## config.mk

```make
export PLATFORM = sky130hd
export DESIGN_NAME = imm_extend_pipe
export DESIGN_NICKNAME = d
export VERILOG_FILES = /design/src/rtl/ext_pkg.sv /design/src/rtl/ext_core.sv /design/src/rtl/imm_extend_pipe.sv
export SDC_FILE = /design/constraint.sdc
export NUM_CORES = 1
export LEC_CHECK = 0
export ABC_CLOCK_PERIOD_IN_PS = 1840
export CORE_AREA = 2 2 82 84
export CTS_BUF_LIST = sky130_fd_sc_hd__clkbuf_8
export DETAILED_ROUTE_END_ITERATION = 8
export DIE_AREA = 0 0 84 86
export PLACE_DENSITY = 0.71
export SYNTH_ARGS = -nofsm -noshare
export SYNTH_HDL_FRONTEND = slang
export SYNTH_HIERARCHICAL = 1
export SYNTH_SLANG_ARGS = --single-unit
export TNS_END_PERCENT = 50
```

## constraint.sdc

```tcl
create_clock -name clk -period 1.84 [get_ports clk]
set_input_delay 0.46 -clock clk [delete_from_list [all_inputs] [get_ports clk]]
set_output_delay 0.46 -clock clk [all_outputs]
set_load 0.02 [all_outputs]
```

## src/rtl/ext_pkg.sv

```systemverilog
// Immediate extension types, width select constants and the extension function.
// Shared by ext_core (S2 datapath) and imm_extend_pipe (stage registers).
package ext_pkg;

    typedef enum logic [1:0] {
        EXT_ZERO = 2'd0,
        EXT_SIGN = 2'd1,
        EXT_HIGH = 2'd2,
        EXT_ONES = 2'd3
    } ext_mode_e;

    // Default field widths for wsel codes 0..3.
    localparam int unsigned EXT_W0 = 4;
    localparam int unsigned EXT_W1 = 6;
    localparam int unsigned EXT_W2 = 8;
    localparam int unsigned EXT_W3 = 12;

    // Internal working width of the extension function; OUT_W must fit.
    localparam int unsigned EXT_MAX_W = 64;

    function automatic int unsigned ext_width(
        input logic [1:0]  wsel,
        input int unsigned w0,
        input int unsigned w1,
        input int unsigned w2,
        input int unsigned w3
    );
        int unsigned w;
        case (wsel)
            2'd0:    w = w0;
            2'd1:    w = w1;
            2'd2:    w = w2;
            default: w = w3;
        endcase
        return w;
    endfunction

    // field must already be masked to w bits. Bits at and above out_w are 0.
    function automatic logic [EXT_MAX_W-1:0] ext_calc(
        input logic [EXT_MAX_W-1:0] field,
        input int unsigned          w,
        input int unsigned          out_w,
        input ext_mode_e            mode
    );
        logic [EXT_MAX_W-1:0] low_mask;
        logic [EXT_MAX_W-1:0] out_mask;
        logic [EXT_MAX_W-1:0] up_mask;
        logic [EXT_MAX_W-1:0] msb_vec;
        logic [EXT_MAX_W-1:0] res;
        low_mask = {EXT_MAX_W{1'b1}} >> (EXT_MAX_W - w);
        out_mask = {EXT_MAX_W{1'b1}} >> (EXT_MAX_W - out_w);
        up_mask  = out_mask & ~low_mask;
        msb_vec  = field >> (w - 1);
        case (mode)
            EXT_ZERO: res = field & low_mask;
            EXT_SIGN: res = msb_vec[0] ? (field | up_mask) : field;
            EXT_HIGH: res = (field << (out_w - w)) & out_mask;
            default:  res = field | up_mask;
        endcase
        return res;
    endfunction

endpackage

```

## src/rtl/ext_core.sv

```systemverilog
// Combinational S2 datapath: extends a captured field to OUT_W bits.
// Ports: field (masked raw field), wsel, mode in; data (extended result) out.
module ext_core
    import ext_pkg::*;
#(
    parameter int IN_W  = 12,
    parameter int OUT_W = 16,
    parameter int W0    = 4,
    parameter int W1    = 6,
    parameter int W2    = 8,
    parameter int W3    = 12
) (
    input  logic [IN_W-1:0]  field,
    input  logic [1:0]       wsel,
    input  ext_mode_e        mode,
    output logic [OUT_W-1:0] data
);

    logic [EXT_MAX_W-1:0] wide;
    logic [EXT_MAX_W-1:0] res;

    always_comb begin
        wide = '0;
        wide[IN_W-1:0] = field;
        res = ext_calc(wide, ext_width(wsel, W0, W1, W2, W3), OUT_W, mode);
        data = res[OUT_W-1:0];
    end

endmodule

```

## src/rtl/imm_extend_pipe.sv

```systemverilog
// Two-stage pipelined immediate extender with valid/ready on both sides.
// Ports: clk, rst; in_valid/in_ready/in_data/in_wsel/in_mode/in_tag;
//        out_valid/out_ready/out_data/out_tag/out_lost; inflight beat count.
module imm_extend_pipe
    import ext_pkg::*;
#(
    parameter int IN_W  = 12,
    parameter int OUT_W = 16,
    parameter int W0    = 4,
    parameter int W1    = 6,
    parameter int W2    = 8,
    parameter int W3    = 12,
    parameter int TAG_W = 4
) (
    input  logic             clk,
    input  logic             rst,
    input  logic             in_valid,
    output logic             in_ready,
    input  logic [IN_W-1:0]  in_data,
    input  logic [1:0]       in_wsel,
    input  logic [1:0]       in_mode,
    input  logic [TAG_W-1:0] in_tag,
    output logic             out_valid,
    input  logic             out_ready,
    output logic [OUT_W-1:0] out_data,
    output logic [TAG_W-1:0] out_tag,
    output logic             out_lost,
    output logic [1:0]       inflight
);

    if (OUT_W < IN_W || OUT_W > EXT_MAX_W ||
        W0 < 1 || W0 > IN_W || W1 < 1 || W1 > IN_W ||
        W2 < 1 || W2 > IN_W || W3 < 1 || W3 > IN_W) begin : g_bad_param
        $error("imm_extend_pipe: illegal width parameters");
    end

    logic             s1_valid;
    logic [IN_W-1:0]  s1_field;
    logic             s1_lost;
    ext_mode_e        s1_mode;
    logic [1:0]       s1_wsel;
    logic [TAG_W-1:0] s1_tag;

    logic             s2_valid;
    logic             s2_adv;
    logic             in_fire;
    logic             s1_valid_d;
    logic             s2_valid_d;
    logic [IN_W-1:0]  in_mask;
    logic [OUT_W-1:0] ext_data;

    assign s2_adv    = s1_valid && (!s2_valid || out_ready);
    assign in_ready  = !s1_valid || s2_adv;
    assign in_fire   = in_valid && in_ready;
    assign out_valid = s2_valid;

    assign s1_valid_d = in_fire || (s1_valid && !s2_adv);
    assign s2_valid_d = s2_adv || (s2_valid && !out_ready);

    assign in_mask = {IN_W{1'b1}} >>
        (IN_W - ext_width(in_wsel, W0, W1, W2, W3));

    ext_core #(
        .IN_W  (IN_W),
        .OUT_W (OUT_W),
        .W0    (W0),
        .W1    (W1),
        .W2    (W2),
        .W3    (W3)
    ) u_core (
        .field (s1_field),
        .wsel  (s1_wsel),
        .mode  (s1_mode),
        .data  (ext_data)
    );

    always_ff @(posedge clk) begin
        if (rst) begin
            s1_valid <= 1'b0;
            s1_field <= '0;
            s1_lost  <= 1'b0;
            s1_mode  <= EXT_ZERO;
            s1_wsel  <= '0;
            s1_tag   <= '0;
            s2_valid <= 1'b0;
            out_data <= '0;
            out_tag  <= '0;
            out_lost <= 1'b0;
            inflight <= '0;
        end else begin
            s1_valid <= s1_valid_d;
            s2_valid <= s2_valid_d;
            // Count reflects the stage occupancy taking effect at this edge.
            inflight <= {1'b0, s1_valid_d} + {1'b0, s2_valid_d};
            if (in_fire) begin
                s1_field <= in_data & in_mask;
                s1_lost  <= |(in_data & ~in_mask);
                s1_mode  <= ext_mode_e'(in_mode);
                s1_wsel  <= in_wsel;
                s1_tag   <= in_tag;
            end
            if (s2_adv) begin
                out_data <= ext_data;
                out_tag  <= s1_tag;
                out_lost <= s1_lost;
            end
        end
    end

endmodule

```

Word-level counts from Yosys, hierarchy flattened:

Index checks and enable logic that the tools add are counted.

* add/sub/neg operators: 5
* eq/ne operators: 6
* shift-type cells: 4
* multiplexer cells: 4
* bitwise logic cells: 6
* reductions and logical operators: 16

Operators by type and width (number)
* $shr A64 B32 Y16 const A: 1
* $pmux W16 S3: 1
* $shl A12 B32 Y16: 1
* $shr A12 B32 Y1: 1
* $shr A12 B32 Y12 const A: 1
* $sub A4 B32 Y32 const A: 1
* $and A12 B12 Y12: 2
* $pmux W4 S3: 2
* $and A12 B16 Y16: 1
* $mux W16: 1
* $not A16 Y16: 1
* $or A12 B16 Y16: 1
* $not A12 Y12: 1
* $reduce_or A12 Y1: 1
* $sub A7 B4 Y8 const A: 1
* $eq A2 B1 Y1 const B: 3
* $eq A2 B2 Y1 const B: 3
* $logic_not A2 Y1: 3
* $sub A5 B4 Y6 const A: 1
* $sub A4 B1 Y5 const B: 1
* $logic_and A1 B1 Y1: 4
* $logic_not A1 Y1: 4
* $logic_or A1 B1 Y1: 4
* $add A1 B1 Y2: 1

* register bits: 46
* output and inout bits: 25
* logic and storage cells: 52

Depth between registers and ports, before layout:

Gate-level depths: netlist (run 1).

* depth after elaboration: 8
* gate-level depth with buffers: 10
* mapped depth without buffers: 8

Cells and area by module:

The synthesis (run 1) kept the hierarchy.

Modules (own cells, without submodules)
* imm_extend_pipe: instances 1, cells an instance 212, area each 1785.5 sq um
* ext_core: instances 1, cells an instance 146, area each 969.7 sq um

Worst setup path before layout (run 1):

Ideal clock, no wire load.

* path type: register to register
* from: register s1_wsel[1]
* to: register out_data[3]
* library setup time: 132 ps
* arrival time: 1841 ps
* path slack: -134 ps
* stages on the path, launching flop included: 9
* path buffers: 0
* period minus slack after synthesis: 1974 ps
* path through: dfxtp_1 -> inv_1 -> ha_1 -> mux4_2 -> a22oi_2 -> a21oi_1 -> o311a_1 -> nand3_1 -> a21oi_1

* word-level cells in the longest chain between the ends: 8
* elaborated cells on any way between the ends: 15

Ends and longest elaborated chain
* start: declaration: RTL line imm_extend_pipe.sv:41 `logic [1:0] s1_wsel;`
* start signal: assignment: RTL line imm_extend_pipe.sv:99 `s1_wsel <= in_wsel;`
* $eq A2 B2 Y1 (tied with other cells): RTL line ext_pkg.sv:29 `case (wsel)`
* $pmux W4 S3 *: RTL line ext_pkg.sv:29
* $sub A7 B4 Y8: RTL line ext_pkg.sv:50 `low_mask = {EXT_MAX_W{1'b1}} >> (EXT_MAX_W - w);`
* $shr A64 B32 Y16: RTL line ext_pkg.sv:50
* $not A16 Y16: RTL line ext_pkg.sv:52 `up_mask = out_mask & ~low_mask;`
* $or A12 B16 Y16: RTL line ext_pkg.sv:56, ext_pkg.sv:58
* $mux W16: RTL line ext_pkg.sv:56 `EXT_SIGN: res = msb_vec[0] ? (field | up_mask) : field;`
* $pmux W16 S3 *: RTL line ext_pkg.sv:54 `case (mode)`
* via ext_data[3]: RTL line imm_extend_pipe.sv:50 `logic [OUT_W-1:0] ext_data;`
* end signal: assignment: RTL line imm_extend_pipe.sv:103 `out_data <= ext_data;`
* end: declaration: RTL line imm_extend_pipe.sv:25 `output logic [OUT_W-1:0] out_data,`

Mark *: on every way through the listed nets, which the timed path passes. The rest lies on a longest branch.
A chain may end at the register's enable or synchronous reset.

Final worst setup path (run 1):

* from: register s1_wsel[0]
* to: register out_data[3]

The elaborated chain is that of the path after synthesis.

==> reports/results.ini, run 1 <==
[global_route]
overflow=0
grt.total_usage_pct=22.5
grt_pass1_vias=2780
grt_pass1_wl_um=13200
grt_max_degree=24
antenna_found_initial=0

[power_and_ir_drop]
total_leakage_power_nw=1.37
ir_worst_vdd_mv=0.377
finalPower_w=0.00224
power_density_nw_per_um2=594

[timing]
timing.final.crit_period_ns=1.97
max-slew-margin-rel_pct=66.8
setup-tns-final_ns=-0.695
tightest_slew_ns=0.497
finalCritPeriodShare_pct=107
finClkSkew_ns=0.00576
setup_violations=10
worst_slack_ns=-0.132
rsz0062_at_grt=true
finalMaxSlewViolations=0
hold_viol=0
fmax_mhz=507

[worst_setup_path]
worstPathRequired_ns=2.04
critical_path_class=flop to flop
cp.arrival_ns=2.17
cp-end-kind=flop
path_cells=buf_6, ha_4, mux4_2, a22oi_2, a21oi_2, o311a_1, nand3_1, a21oi_1
r2r_slack_ns=-0.13
crit_path_start=s1_wsel[0]
timing.rr.start=s1_wsel[0]
rr_worst_depth=8
worstSetupEndpoint=out_data[3]
reg2reg_to=out_data[3]
cp-start-kind=flop
worstPathMaxFanout=5
critPathMaxStageDelay_ns=0.53
slowest_stage=mux4_2

[cells_and_area]
fill_cells=613
final_area_um2=3770
finalNonFillerCells=509
drive_gt1_share_pct=19.2
area_delta_synth_final_pct=36.8
num_antenna_cells=0
finalNetCount=463

[clocking]
clkTransAtPathRegs_ns=0.09
clock_path_buffers=2
cts_sinks=46
clock_latency_ns=0.30
cts_tree=built
cts_setup_buffers=0
cts-htree-levels=2
clockRootBuffer=clkbuf_8
cts-buffers-inserted=5
cts_hold_buf=0

[synthesis]
ys_seq_area_share_pct=33.4
async_reset_ff_share_pct=0
synth_seq_cells=46
syn_nets=390
syn_avg_cell_area_um2=7.70
yosysWarnings=6
ys.flop_type=dfxtp_1
synth_cell_types=44
netlist_area_um2=2760
synthCells=358
synth_edf_count=0

[floorplanning]
initial_core_util_pct=43.9
rows=29
pin_count=49
chipHeight_um=86
core-area_um2=6280
dieArea_um2=7220
dieWidth_um=84

[drt]
viasPerCell=5.77
vias=2937
first_pass_iters=4
routed_wl_um=7950
routedWlPerCell_um=15.6
drc=0
first_iter_violations=158
ant_nets=0

[outcome]
violations=negative setup slack
status=complete, but fails checks

[placement]
placed_cell_area_um2=3600
dp_cells=501
hpwl_um=5990
place_ws_ns=-0.448
io_buffers=48
gp_congestion=0.933

[worst_hold_path]
hp-class=flop to flop

[flow_run]
max_cap_viol_count=0

[timing repair]
action | CTS | global route
setup endpoints to repair | 13 | 14
pin swaps | 5 | 2
hold endpoints to repair | 0 | 0
gates resized for setup | 13 | 8
[cell families after synthesis]
logic type	after synthesis	share of synthesized area [%]
and+or+nand+nor	107	20.3
AOI/OAI and AO/OA	138	28.7
DFF	46	33.4
muxes	17	7.27
buffers and inverters	42	6.68
adders and majority gates	8	3.63
[layout by cell type, fill, tap and decap left out, types with 2 or more instances in the layout]
master           netlist  final
o2111ai_1              2      2
nand2b_1               5      5
o21a_1                 3      3
and2_1                 4      4
clkbuf_8               0      6
nor4_1                 2      2
o311a_1                2      2
o21ai_0               47     46
clkdlybuf4s50_1        0     46
nand4_1                6      6
nand3_1               43     43
a21oi_1               49     48
inv_1                  9      9
buf_6                  1      2
o21bai_1               2      2
mux2_2                 4      4
dfxtp_1               46     44
inv_2                  1      2
buf_4                  2     47
nor2_1                10      9
o21ai_1               12     13
a22oi_1                2      2
mux4_2                 2      2
ha_1                   8      6
nand3b_1               2      2
o211ai_1               9      9
buf_12                 0      2
nand2_1               20     20
a32oi_1                3      2
nor2b_1                8      7
mux2i_1               11     10
[cell type report]
class	instances	area (um2)	share of cell area, %
clock buffer	6	82.6	2.19
timing repair buffer	98	885	23.5
multi-input combinational	270	1730	45.9
clock inverter	2	12.5	0.332
tap	77	96.3	2.56
inverter	10	37.5	0.996
sequential	46	926	24.6
[critical path: cells and delay by family (launching register included)]
family | cells | cell delay (ns)
AOI/OAI and AO/OA | 4 | 0.64
muxes | 1 | 0.53
buffers and inverters | 1 | 0.11
adders and majority gates | 1 | 0.14
and+or+nand+nor | 1 | 0.08
DFF | 1 | 0.36
[per-layer routing]
layer / global-route usage, % / up-vias / part of all wire [%] / wire length, um
li1: - / 1454 / - / -
met1: 29.3 / 1384 / 46 / 3680
met2: 38.0 / 84 / 47 / 3740
met3: 3.56 / 15 / 4.5 / 360
met4: 7.92 / 0 / 2.1 / 167
met5: 0 / - / 0 / 0
[Yosys cell counts, types with 9 or more instances]
library cell	n	area share [%]
buf_2	9	1.6
mux2i_1	11	4.0
inv_1	9	1.2
o21ai_1	12	2.2
nand3_1	43	7.8
o21ai_0	47	8.5
dfxtp_1	46	33
o211ai_1	9	2.5
nor2_1	10	1.4
clkbuf_1	18	2.5
a21oi_1	49	8.9
nand2_1	20	2.7
[metrics by stage]
| stage | hold WS (ns) | utilization (%) |
|---|---|---|
| after floorplan | 0.442 | - |
| after global placement | 0.464 | 57.4 |
| after detailed placement | 0.467 | 57.4 |
| after CTS | 0.480 | 59.4 |
| after global routing | 0.500 | 60.0 |
| final | 0.472 | 60.0 |
[worst min path at each step]
stage / start / end / cells after the start / slack, ns
floorplan: s1_tag[0] / out_tag[0] / 2 / 0.44
global placement: out_data[1] / out_data[1] / 2 / 0.46
detailed placement: out_data[6] / out_data[6] / 2 / 0.47
CTS: out_data[6] / out_data[6] / 2 / 0.48
global route: out_data[9] / out_data[9] / 2 / 0.50
finish: s1_tag[0] / out_tag[0] / 2 / 0.47
[registers in the layout, indices dropped and copies added, names as in the netlist]
| signal | cells |
|---|---|
| out_valid | 1 |
| s1_mode | 2 |
| s1_wsel | 2 |
| inflight | 2 |
| out_lost | 1 |
| s1_lost | 1 |
| s1_field | 12 |
| out_data | 16 |
| s1_tag | 4 |
| out_tag | 4 |
| s1_valid | 1 |
[where the power goes]
group	switching, W	internal [W]
registers	0.0000302	0.00103
clock network	0.000359	0.000305
logic	0.000265	0.000246
total	0.000654	0.00158
Power figures use the tool's default switching activity.
==> inputs of run 2 (changes only) <==
--- a/config.mk
+++ b/config.mk
@@ -6,11 +6,12 @@
 export NUM_CORES = 1
 export LEC_CHECK = 0
 export ABC_CLOCK_PERIOD_IN_PS = 1840
-export CORE_AREA = 2 2 82 84
+export CORE_AREA = 2 2 78 80
 export CTS_BUF_LIST = sky130_fd_sc_hd__clkbuf_8
 export DETAILED_ROUTE_END_ITERATION = 8
-export DIE_AREA = 0 0 84 86
-export PLACE_DENSITY = 0.71
+export DIE_AREA = 0 0 80 82
+export GPL_ROUTABILITY_DRIVEN = 0
+export PLACE_DENSITY = 0.77
 export SYNTH_ARGS = -nofsm -noshare
 export SYNTH_HDL_FRONTEND = slang
 export SYNTH_HIERARCHICAL = 1
==> reports/results.ini, run 2 (synthesis gave the netlist of run 1 again) <==
[outcome]
status=complete, but fails checks
violations=negative setup slack

[power_and_ir_drop]
ir_worst_vdd_mv=0.420
p_clk_share_pct=28.7
intPower_w=0.00155
power_density_nw_per_um2=589
total_leakage_power_nw=1.38
swShare_pct=30.4
seqPwrFrac_pct=48.0
p_switching_w=0.000678
pwr-share-comb_pct=23.3
finalPower_w=0.00223

[timing]
max-slew-margin-rel_pct=61.7
finalCritPeriodShare_pct=102
tightest_slew_ns=0.574
timing.final.crit_period_ns=1.87
finClkSkew_ns=0.00846
finalMaxSlewViolations=0
setup-tns-final_ns=-0.0888
hold_viol=0
worst_slack_ns=-0.0298
fmax_mhz=535
rsz0062_at_grt=true
setup_violations=6
hold_slack_ns=0.479

[global_route]
grt_pass1_wl_um=12900
overflow=0
grt_pass1_vias=2781
grt_max_degree=25
antenna_found_initial=0
grt.total_usage_pct=24.9

[worst_setup_path]
critical_path_class=flop to flop
cp-start-kind=flop
r2r_slack_ns=-0.03
cp.arrival_ns=2.08
cp-end-kind=flop
worstPathMaxFanout=3
worstPathRequired_ns=2.05

[placement]
dp_cells=496
hpwl_um=5880
placed_cell_area_um2=3580
io_buffers=48

[clocking]
cts_sinks=46
cts-htree-levels=2
clock_path_buffers=2
cts_tree=built
clock_latency_ns=0.31
cts-buffers-inserted=5
cts_hold_buf=0
clkTransAtPathRegs_ns=0.09
clockRootBuffer=clkbuf_8

[worst_hold_path]
hp-class=flop to flop

[cells_and_area]
largest_register_ffs=16
finalNonFillerCells=508
drive_gt1_share_pct=21.5
reg_top3=out_data (16), s1_field (12)
finalNetCount=464
final_area_um2=3790
final_cell_mix=a21oi_1, buf_4, clkdlybuf4s50_1
num_antenna_cells=0
area_delta_synth_final_pct=37.6
largest-register=out_data

[drt]
first_iter_violations=266
routed_wl_um=8080
routedWlPerCell_um=15.9
drc=0
viasPerCell=6.04
vias=3067
first_pass_iters=5
ant_nets=0

[floorplanning]
initial_core_util_pct=48.0
chipHeight_um=82
pin_count=49
core-area_um2=5750
rows=28
dieArea_um2=6560
dieWidth_um=80

[flow_run]
max_cap_viol_count=0

-- run 2: cell types whose count changed in the layout (fill, tap and decap cells not counted), moves of 2 or more --
cell | before | now
clkinv_2 | 0 | 2
o21ai_1 | 13 | 16
mux2i_1 | 10 | 7
o21ai_0 | 46 | 43
mux2i_2 | 0 | 4
ha_1 | 6 | 4
ha_4 | 1 | 4
inv_1 | 9 | 7
-- run 2: repair_timing --
action                     4_1_cts  5_1_grt
hold endpoints to repair         0        0
pin swaps                        8        9
buffers inserted                 2        3
gates resized for setup         21       14
setup endpoints to repair       13       14
-- run 2: worst max-delay path: stages (launching register included) --
cell     delay, ns
dfxtp_2       0.34
inv_4         0.08
ha_4          0.14
mux4_2        0.52
a22oi_2       0.18
a21oi_2       0.09
o311a_1       0.29
nand3_1       0.07
a21oi_1       0.06
-- run 2: stage by stage --
stage / utilization (%) / setup WS [ns]
5_1_grt: 66.0 / -0.0965
3_3_place_gp: 62.3 / -0.464
4_1_cts: 65.2 / -0.0496
3_5_place_dp: 62.3 / -0.462
6_report: 66.0 / -0.0298
2_1_floorplan: - / 0.000357
-- run 2: final timing paths --
path,from,endpoint,depth (start not counted)
setup / recovery,s1_wsel[1],out_data[2],8
hold / removal,out_tag[2],out_tag[2],2
setup reg to reg,s1_wsel[1],out_data[2],8
hold reg to reg,out_tag[2],out_tag[2],2
-- run 2: metal layers --
| metal | routed length, um | vias to the layer above | global-route usage (%) |
|---|---|---|---|
| li1 | - | 1458 | - |
| met1 | 3510 | 1434 | 31.0 |
| met2 | 3810 | 146 | 42.7 |
| met3 | 468 | 29 | 3.96 |
| met4 | 286 | 0 | 10.8 |
| met5 | 0 | - | 0 |
-- run 2: power by group through the flow --
stage | clock, W | combinational [W] | sequential [W]
floorplan | 0 | 0.000253 | 0.00110
global placement | 0 | 0.000463 | 0.00109
detailed placement | 0 | 0.000474 | 0.00109
CTS | 0.000653 | 0.000498 | 0.00107
global route | 0.000691 | 0.000559 | 0.00108
finish | 0.000640 | 0.000520 | 0.00107
-- run 2: final cells by class --
type	count	area, um2
clock inverter	3	18.8
tap	75	93.8
inverter	10	40.0
fill	509	1950
multi-input combinational	270	1770
clock buffer	5	68.8
timing repair buffer	99	877
sequential	46	926
